<file path="config.mk">
export PLATFORM = sky130hd
export DESIGN_NAME = decodificador_secuencia
export DESIGN_NICKNAME = d
export VERILOG_FILES = /design/src/rtl/decodificador_secuencia.sv
export SDC_FILE = /design/constraint.sdc
export NUM_CORES = 1
export LEC_CHECK = 0
export CAP_MARGIN = 10
export CORE_MARGIN = 1
export CORE_UTILIZATION = 57
export DETAILED_ROUTE_END_ITERATION = 10
export PLACE_DENSITY_LB_ADDON = 0.05
export SYNTH_ARGS = -nofsm -noshare
export SYNTH_HDL_FRONTEND = slang
export SYNTH_SLANG_ARGS = --single-unit
</file>
<file path="constraint.sdc">
create_clock -name C -period 4.3 [get_ports C]
set_input_delay 0.86 -clock C [delete_from_list [all_inputs] [get_ports C]]
set_output_delay 0.86 -clock C [all_outputs]
set_load 0.05 [all_outputs]
</file>
<file path="src/rtl/decodificador_secuencia.sv">
`default_nettype none
// ============================================================================
// Module   : decodificador_secuencia
// Brief    : Decodes a programmed 8-code counter sequence to its ordinal,
//            locks after a run of correct successors and flags sequence breaks.
// Revision : 1.0 - initial release
// ============================================================================
module decodificador_secuencia #(
    parameter logic [3:0] S0     = 4'd0,
    parameter logic [3:0] S1     = 4'd4,
    parameter logic [3:0] S2     = 4'd14,
    parameter logic [3:0] S3     = 4'd6,
    parameter logic [3:0] S4     = 4'd3,
    parameter logic [3:0] S5     = 4'd12,
    parameter logic [3:0] S6     = 4'd11,
    parameter logic [3:0] S7     = 4'd13,
    parameter int         LOCK_N = 2,
    parameter int         ERR_W  = 8
) (
    input  logic             C,
    input  logic             R,
    input  logic [3:0]       Q,
    input  logic             EN,
    output logic [2:0]       IDX,
    output logic             VALID,
    output logic             LOCK,
    output logic             ERR,
    output logic [ERR_W-1:0] ERR_CNT
);

    typedef enum logic [1:0] {
        HUNT   = 2'd0,
        SYNC   = 2'd1,
        LOCKED = 2'd2
    } state_t;

    localparam logic [31:0] c_seq    = {S7, S6, S5, S4, S3, S2, S1, S0};
    localparam logic [3:0]  c_lock_n = 4'(LOCK_N);

    state_t           state_q, state_d;
    logic [2:0]       prev_q, prev_d;
    logic [2:0]       run_q, run_d;
    logic             valid_q, valid_d;
    logic             lock_q, lock_d;
    logic             err_q, err_d;
    logic [ERR_W-1:0] cnt_q, cnt_d;

    logic             w_member;
    logic [2:0]       w_k;
    logic [2:0]       w_succ;
    logic [3:0]       w_succ_code;

    // Scan downwards so the lowest matching index wins on duplicate codes.
    always_comb begin
        w_member = 1'b0;
        w_k      = 3'd0;
        for (int i = 7; i >= 0; i--) begin
            if (Q == c_seq[i*4 +: 4]) begin
                w_member = 1'b1;
                w_k      = 3'(i);
            end
        end
    end

    assign w_succ      = prev_q + 3'd1;
    assign w_succ_code = c_seq[{w_succ, 2'b00} +: 4];

    always_comb begin
        state_d = state_q;
        prev_d  = prev_q;
        run_d   = run_q;
        valid_d = valid_q;
        cnt_d   = cnt_q;
        err_d   = 1'b0;
        if (EN) begin
            valid_d = w_member;
            case (state_q)
                HUNT: begin
                    if (w_member) begin
                        prev_d  = w_k;
                        run_d   = 3'd0;
                        state_d = SYNC;
                    end
                end
                SYNC: begin
                    if (!w_member) begin
                        run_d   = 3'd0;
                        state_d = HUNT;
                    end else if (w_k == w_succ) begin
                        prev_d = w_k;
                        run_d  = run_q + 3'd1;
                        if (({1'b0, run_q} + 4'd1) == c_lock_n) begin
                            state_d = LOCKED;
                        end
                    end else begin
                        prev_d = w_k;
                        run_d  = 3'd0;
                    end
                end
                LOCKED: begin
                    if (Q == w_succ_code) begin
                        prev_d = w_succ;
                    end else begin
                        err_d = 1'b1;
                        run_d = 3'd0;
                        if (cnt_q != {ERR_W{1'b1}}) begin
                            cnt_d = cnt_q + ERR_W'(1);
                        end
                        if (w_member) begin
                            prev_d  = w_k;
                            state_d = SYNC;
                        end else begin
                            state_d = HUNT;
                        end
                    end
                end
                default: begin
                    state_d = HUNT;
                    run_d   = 3'd0;
                end
            endcase
        end
        lock_d = (state_d == LOCKED);
    end

    always_ff @(posedge C or posedge R) begin
        if (R) begin
            state_q <= HUNT;
            prev_q  <= 3'd0;
            run_q   <= 3'd0;
            valid_q <= 1'b0;
            lock_q  <= 1'b0;
            err_q   <= 1'b0;
            cnt_q   <= '0;
        end else begin
            state_q <= state_d;
            prev_q  <= prev_d;
            run_q   <= run_d;
            valid_q <= valid_d;
            lock_q  <= lock_d;
            err_q   <= err_d;
            cnt_q   <= cnt_d;
        end
    end

    assign IDX     = prev_q;
    assign VALID   = valid_q;
    assign LOCK    = lock_q;
    assign ERR     = err_q;
    assign ERR_CNT = cnt_q;

endmodule
`default_nettype wire
</file>
==> metrics.md, run 1 <==
| Metric | Value |
|---|---|
| Internal Dissipation | `406 uW` |
| Die X-Extent | `50.7 microns` |
| Area taken by multi-input logic gates | `807 sq um` |
| Mapped cell area | `1350 sq um` |
| Fraction of registers with async set/reset | `100%` |
| Met3 wire length | `106 microns` |
| Routed WL | `2710 microns` |
| Later-pin clock latency in the skew report | `0.30 ns` |
| Comb pwr share | `53.3%` |
| Clock buffer depth | `2` |
| Commonest cells after routing, fill and taps aside | `sky130_fd_sc_hd__clkdlybuf4s50_1, sky130_fd_sc_hd__dfrtp_1, sky130_fd_sc_hd__nand2_1` |
| Post-route worst hold slack | `0.519 ns` |
| Final worst clock skew | `0.00402 ns` |
| Worst slew pin tran | `0.723 ns` |
| Final number of setup-violating endpoints | `0` |
| Placed Cells incl. Taps | `195` |
| Number of register bits inferred by synthesis | `19` |
| Site Rows | `17` |
| Peak Freq | `314 MHz` |
| Setup TNS Final | `0 ns` |
| CTS tree | `built` |
| Total overflow reported by the global router | `0` |
| Top layer used by detailed routing | `met4` |
| Vias after detailed routing | `1188` |
| Distinct cell type count after synthesis | `46` |
| Proportion of layout cells with a drive suffix above 1 | `7.02%` |
| Routed length on met2 | `1380 microns` |
| Number of H-tree levels | `1` |
| Routed wire per std cell | `13.6 microns` |
| Number of slew-limit violations in the final report | `0` |
| Global-route wire length before repair | `4640 microns` |
| Part of the Yosys area used for sequential elements | `35.2%` |
| WS Path Type | `primary input to flop` |
| Top-level I/O count | `21` |
| Max-cap viol count | `0` |
| Clock transition at the registers of the reported paths | `0.12 ns` |
| Antenna violations before repair | `0` |
| Pre-antenna DRT Iters | `4` |
| Per-instance average area after synthesis | `8.72 sq um` |
| Required time of the critical path | `4.50 ns` |
| Count of hold-fix buffers inserted at cts | `0` |
| Number of nets in the final layout | `185` |
| Resize count post-CTS | `0` |
| Data arrival time of the worst path | `3.38 ns` |
| Overall die height | `50.7 microns` |
| Total of warnings raised by yosys | `0` |
| Standby leakage power | `0.700 nW` |
| Number of DRC violations after detailed routing | `0` |
| Clk Tree Root Cell | `sky130_fd_sc_hd__clkbuf_4` |
| Sequential share of power | `34.8%` |
| Setup ws final | `1.12 ns` |
| Net switching component of the power | `376 uW` |
| Worst-path maximum fanout | `11` |
| Status | `completed` |
| Number of vias per cell after detailed routing | `5.97` |
| Standard cell core area | `2230 sq um` |
| Count of input and output buffers | `20` |
| Initial core utilization | `60.5%` |
| Final weighted congestion in routability-driven placement | `0.823` |
| Count of endpoints failing hold in the final timing report | `0` |
| Critical path capture point type | `flop` |
| Dominant register cell in the synthesized netlist | `sky130_fd_sc_hd__dfrtp_1` |
| Pwr Density | `495 nW/um^2` |
| Count of antenna diodes in the layout | `0` |
| Iteration-0 DRC Markers | `42` |
| Vias in the first global route | `1109` |
| Rel. slew slack | `51.7%` |
| Number of nets produced by synthesis | `168` |
| Number of cells produced by synthesis | `155` |
| EDFF count, synth | `0` |
| Dpl hpwl | `2060 microns` |
| Post-layout instance count excluding filler cells | `199` |
| Number of sinks handled by clock tree synthesis | `19` |
| Aggregate global-route resource usage | `23.9%` |
| Tightest Hold Check Type | `flop to flop` |
| Share of total power in the clock network | `11.9%` |
| Element type at the critical path start | `primary input` |
| Post-detailed-route count of antenna-violating nets | `0` |
| Largest vdd supply drop | `310 uV` |
| Period utilisation layout | `74.1%` |
| Fill count | `196` |
| Most common cell after layout, fill and taps aside | `sky130_fd_sc_hd__clkdlybuf4s50_1` |
| Number of setup buffers added after CTS | `0` |
| Reg area | `475 sq um` |
| Switching part of the total power | `48.1%` |
| Syn-to-layout area delta | `16.9%` |
| Num CTS Buffers | `3` |
| Area of the die | `2570 sq um` |
| Largest net degree at the start of global routing | `20` |
| Time the final worst path needs with I/O delays and setup | `3.18 ns` |
| Unrepaired setup endpoints after global routing | `false` |
| DRT met1 WL | `1210 microns` |
| Pre-CTS WS | `0.795 ns` |
==> sequential cells by signal, summed over array words and instances, names as in the netlist <==
name     flops
ERR_CNT      8
IDX          3
run_q        3
state_q      2
ERR          1
LOCK         1
VALID        1
==> area by class of cell <==
cell class | count | area share (%)
multi-input combinational | 119 | 51.1
clock inverter | 1 | 0.317
timing repair buffer | 20 | 12.7
tap | 28 | 2.22
sequential | 19 | 30.1
inverter | 9 | 2.14
clock buffer | 3 | 1.43
==> power by group through the flow <==
| stage | logic [mW] | registers (mW) | clock network (mW) |
|---|---|---|---|
| final | 0.417 | 0.272 | 0.0933 |
| after global routing | 0.449 | 0.281 | 0.104 |
| after CTS | 0.418 | 0.272 | 0.0958 |
| after detailed placement | 0.416 | 0.276 | 0 |
| after global placement | 0.405 | 0.272 | 0 |
| after floorplan | 0.191 | 0.380 | 0 |
==> cells in the mapped netlist (2+ instances only) <==
master | n | area, sq um
sky130_fd_sc_hd__dfrtp_1 | 19 | 475
sky130_fd_sc_hd__nand2_1 | 18 | 67.6
sky130_fd_sc_hd__inv_1 | 9 | 33.8
sky130_fd_sc_hd__o21ai_0 | 8 | 40.0
sky130_fd_sc_hd__mux2i_1 | 7 | 70.1
sky130_fd_sc_hd__nor2_1 | 7 | 26.3
sky130_fd_sc_hd__ha_1 | 6 | 75.1
sky130_fd_sc_hd__nand3_1 | 6 | 30.0
sky130_fd_sc_hd__xor2_1 | 6 | 52.6
sky130_fd_sc_hd__clkbuf_1 | 5 | 18.8
sky130_fd_sc_hd__nand2b_1 | 5 | 31.3
sky130_fd_sc_hd__nor3_1 | 5 | 25.0
sky130_fd_sc_hd__xnor2_1 | 5 | 43.8
sky130_fd_sc_hd__a21oi_1 | 4 | 20.0
sky130_fd_sc_hd__nor2b_1 | 4 | 25.0
sky130_fd_sc_hd__o22ai_1 | 4 | 25.0
sky130_fd_sc_hd__a211oi_1 | 3 | 22.5
sky130_fd_sc_hd__or2_2 | 3 | 18.8
sky130_fd_sc_hd__a211o_1 | 2 | 17.5
sky130_fd_sc_hd__mux2_2 | 2 | 22.5
sky130_fd_sc_hd__nand3b_1 | 2 | 15.0
==> metal layers <==
metal,vias to the layer above,GRT usage [%]
met2,31,41.1
met3,2,3.94
met5,-,0
met4,0,10.2
met1,573,29.1
li1,582,-
==> final timing paths <==
kind	start	endpoint	slack, ns	cells past startpoint
max	Q[3]	ERR_CNT[1]	1.12	7
min	VALID	VALID	0.52	1
max reg2reg	IDX[0]	ERR_CNT[1]	1.41	7
min reg2reg	VALID	VALID	0.52	1
max in group asynchronous	R	run_q[0]	2.88	2
min in group asynchronous	R	IDX[1]	0.97	2
==> cells by family (layout without fill, tap and decap cells) <==
kind of cell,after synthesis,count (layout),share of synthesized area [%]
flip-flops,19,19,35.2
AND/OR/NAND/NOR,58,58,22.2
adder cells (fa/ha/maj),6,6,5.56
XOR/XNOR,11,11,7.13
AO/OA/AOI/OAI,34,34,17.1
buffers and inverters,17,33,5.09
multiplexers,10,10,7.69
==> through the flow <==
step / power [mW] / util, % / instance area, sq um
after floorplan: 0.570 / - / 1350
after global placement: 0.677 / 69.5 / 1550
after detailed placement: 0.692 / 69.5 / 1550
after CTS: 0.786 / 70.7 / 1580
after global routing: 0.834 / 70.7 / 1580
final: 0.782 / 70.7 / 1580
==> worst max-delay path, stage by stage <==
cell                              delay [ns]
sky130_fd_sc_hd__clkdlybuf4s50_1        0.58
sky130_fd_sc_hd__or3_1                  0.38
sky130_fd_sc_hd__a211oi_1               0.24
sky130_fd_sc_hd__a211oi_1               0.12
sky130_fd_sc_hd__o311ai_1               0.65
sky130_fd_sc_hd__or2_2                  0.25
sky130_fd_sc_hd__mux2_1                 0.31
Power figures use the tool's default switching activity.
==> run 2, diff against run 1 <==
--- a/config.mk
+++ b/config.mk
@@ -7,7 +7,7 @@
 export LEC_CHECK = 0
 export CAP_MARGIN = 10
 export CORE_MARGIN = 1
-export CORE_UTILIZATION = 57
+export CORE_UTILIZATION = 53
 export DETAILED_ROUTE_END_ITERATION = 10
 export PLACE_DENSITY_LB_ADDON = 0.05
 export SYNTH_ARGS = -nofsm -noshare
==> constraint.sdc (replaced) <==
create_clock -name C -period 3.28 [get_ports C]
set_input_delay 0.656 -clock C [delete_from_list [all_inputs] [get_ports C]]
set_output_delay 0.656 -clock C [all_outputs]
set_load 0.05 [all_outputs]
==> metrics.md, run 2 (synthesized netlist as in run 1, its figures left out) <==
| Metric | Value |
|---|---|
| Number of sinks handled by clock tree synthesis | `19 (unchanged)` |
| Routed wire per std cell | `14.0 microns (was 13.6 microns)` |
| Sequential share of power | `35.0% (was 34.8%)` |
| Resize count post-CTS | `0 (unchanged)` |
| Series of cell instances along the critical path | `inv_1, ha_1, nor2b_1, a2111oi_0, o21ai_0, a211oi_1, o22ai_1, a31o_2 (was clkdlybuf4s50_1, or3_1, a211oi_1, a211oi_1, o311ai_1, or2_2, mux2_1)` |
| Syn-to-layout area delta | `18.5% (was 16.9%)` |
| Later-pin clock latency in the skew report | `0.31 ns (was 0.30 ns)` |
| Count of input and output buffers | `20 (unchanged)` |
| Peak Freq | `349 MHz` |
| Num CTS Buffers | `3 (unchanged)` |
| Total power of the final layout | `1.03 mW (was 782 uW)` |
| Number of H-tree levels | `1 (unchanged)` |
| Period utilisation layout | `87.2%` |
| Post-route worst hold slack | `0.526 ns (was 0.519 ns)` |
| CTS tree | `built (unchanged)` |
| Worst path max stage delay | `0.61 ns (was 0.65 ns)` |
| Element type at the critical path start | `flop (was primary input)` |
| Share of total power in the clock network | `11.8% (was 11.9%)` |
| Internal Dissipation | `536 uW (was 406 uW)` |
| Worst-path maximum fanout | `12 (was 11)` |
| Global-route wire length before repair | `4710 microns (was 4640 microns)` |
| Site Rows | `17 (unchanged)` |
| Pre-antenna DRT Iters | `4 (unchanged)` |
| Slowest stage cell on the critical path | `sky130_fd_sc_hd__dfrtp_1 (was sky130_fd_sc_hd__o311ai_1)` |
| Initial core utilization | `58.8% (was 60.5%)` |
| Required time of the critical path | `3.48 ns (was 4.50 ns)` |
| Post-layout instance count excluding filler cells | `202 (was 199)` |
| Delay-heaviest family, CP | `compound AO/OA/AOI/OAI gates (unchanged)` |
| Setup ws final | `0.418 ns (was 1.12 ns)` |
| Standard cell core area | `2300 sq um (was 2230 sq um)` |
| Commonest cells after routing, fill and taps aside | `sky130_fd_sc_hd__clkdlybuf4s50_1, sky130_fd_sc_hd__dfrtp_1, sky130_fd_sc_hd__nand2_1 (unchanged)` |
| Unrepaired setup endpoints after global routing | `false (unchanged)` |
| Worst path buffer plus inverter count | `1 (unchanged)` |
| Critical path capture point type | `flop (unchanged)` |
| Top-level I/O count | `21 (unchanged)` |
| Overall die height | `52.5 microns (was 50.7 microns)` |
| Number of nets in the final layout | `188 (was 185)` |
| Largest net degree at the start of global routing | `20 (unchanged)` |
| Time the final worst path needs with I/O delays and setup | `2.86 ns` |
| Clock buffer depth | `2 (unchanged)` |
| Comb pwr share | `53.2% (was 53.3%)` |
| Area of the die | `2760 sq um (was 2570 sq um)` |
| Count of antenna diodes in the layout | `0 (unchanged)` |
| Final number of setup-violating endpoints | `0 (unchanged)` |
| Utilization after layout | `69.7% (was 70.7%)` |
| Total overflow reported by the global router | `0 (unchanged)` |
| Count of endpoints failing hold in the final timing report | `0 (unchanged)` |
| Max-cap viol count | `0 (unchanged)` |
| Post-route cell area | `1600 sq um (was 1580 sq um)` |
| Count of hold-fix buffers inserted at cts | `0 (unchanged)` |
| Largest register FFs | `8 (unchanged)` |
| Proportion of layout cells with a drive suffix above 1 | `8.62% (was 7.02%)` |
| Vias after detailed routing | `1177 (was 1188)` |
| Final worst clock skew | `0.0128 ns (was 0.00402 ns)` |
| Tightest Hold Check Type | `flop to flop (unchanged)` |
| Iteration-0 DRC Markers | `10 (was 42)` |
| Standby leakage power | `0.715 nW (was 0.700 nW)` |
| Number of DRC violations after detailed routing | `0 (unchanged)` |
| Pwr Density | `644 nW/um^2 (was 495 nW/um^2)` |
| Data arrival time of the worst path | `3.06 ns (was 3.38 ns)` |
| Standard cell area after detailed placement | `1570 sq um (was 1550 sq um)` |
| Number of setup buffers added after CTS | `0 (unchanged)` |
| Clock transition at the registers of the reported paths | `0.10 ns (was 0.12 ns)` |
| Aggregate global-route resource usage | `23.6% (was 23.9%)` |
| Routed WL | `2820 microns (was 2710 microns)` |
| Vias in the first global route | `1054 (was 1109)` |
| Post-detailed-route count of antenna-violating nets | `0 (unchanged)` |
| Setup TNS Final | `0 ns (unchanged)` |
| Largest vdd supply drop | `480 uV (was 310 uV)` |
| Number of vias per cell after detailed routing | `5.83 (was 5.97)` |
| Placed Cells incl. Taps | `198 (was 195)` |
| Number of slew-limit violations in the final report | `0 (unchanged)` |
| Final weighted congestion in routability-driven placement | `0.793 (was 0.823)` |
| Clk Tree Root Cell | `sky130_fd_sc_hd__clkbuf_4 (unchanged)` |
| WS Path Type | `flop to flop (was primary input to flop)` |
| Net switching component of the power | `495 uW (was 376 uW)` |
| Pre-CTS WS | `0.237 ns (was 0.795 ns)` |
| Rel. slew slack | `52.3% (was 51.7%)` |
| Most common cell after layout, fill and taps aside | `sky130_fd_sc_hd__clkdlybuf4s50_1 (unchanged)` |
| Die X-Extent | `52.5 microns (was 50.7 microns)` |
| Antenna violations before repair | `0 (unchanged)` |
| Dpl hpwl | `2160 microns (was 2060 microns)` |
| Worst slew pin tran | `0.715 ns (was 0.723 ns)` |
| Status | `completed (unchanged)` |
| Switching part of the total power | `48.0% (was 48.1%)` |
run 2: cell types whose count changed in the layout (fill, tap and decap cells not counted), sizes merged:
cell / before / now
buf: 0 / 3
run 2: metal layers:
| metal | up-vias | global-route usage [%] | routed length [microns] |
|---|---|---|---|
| li1 | 590 | - | - |
| met1 | 558 | 31.2 | 1380 |
| met2 | 24 | 37.6 | 1290 |
| met3 | 5 | 3.77 | 96 |
| met4 | 0 | 10.5 | 57 |
| met5 | - | 0 | 0 |
run 2: area by class of cell:
type | instances | area (sq um)
flip-flops and latches | 19 | 475
multi-input cells | 119 | 807
well taps | 28 | 35.0
inverters | 9 | 33.8
clock buffers | 3 | 22.5
clock inverters | 1 | 5.00
fillers | 206 | 696
repair buffers | 23 | 223
run 2: path summary, 6_finish.rpt:
kind                              from          to  slack (ns)  cells after the start
worst max-delay path            IDX[0]  state_q[0]        0.42                      8
min in group asynchronous            R        LOCK        0.76                      2
worst max register to register  IDX[0]  state_q[0]        0.42                      8
max in group asynchronous            R  state_q[1]        2.06                      2
worst min register to register   VALID       VALID        0.53                      1
worst min-delay path             VALID       VALID        0.53                      1
run 2: power groups by stage:
stage / Sequential (mW) / Clock (mW) / Combinational (mW)
after floorplan: 0.498 / 0 / 0.250
after global placement: 0.359 / 0 / 0.536
after detailed placement: 0.365 / 0 / 0.548
after CTS: 0.361 / 0.126 / 0.549
after global routing: 0.370 / 0.136 / 0.597
final: 0.361 / 0.121 / 0.549
==> run 3, diff against run 2 <==
--- a/config.mk
+++ b/config.mk
@@ -5,10 +5,10 @@
 export SDC_FILE = /design/constraint.sdc
 export NUM_CORES = 1
 export LEC_CHECK = 0
-export CAP_MARGIN = 10
 export CORE_MARGIN = 1
 export CORE_UTILIZATION = 53
 export DETAILED_ROUTE_END_ITERATION = 10
+export GPL_ROUTABILITY_DRIVEN = 0
 export PLACE_DENSITY_LB_ADDON = 0.05
 export SYNTH_ARGS = -nofsm -noshare
 export SYNTH_HDL_FRONTEND = slang
==> results of run 3 <==
The final DEF is identical to that of run 2; final timing and power are the same.
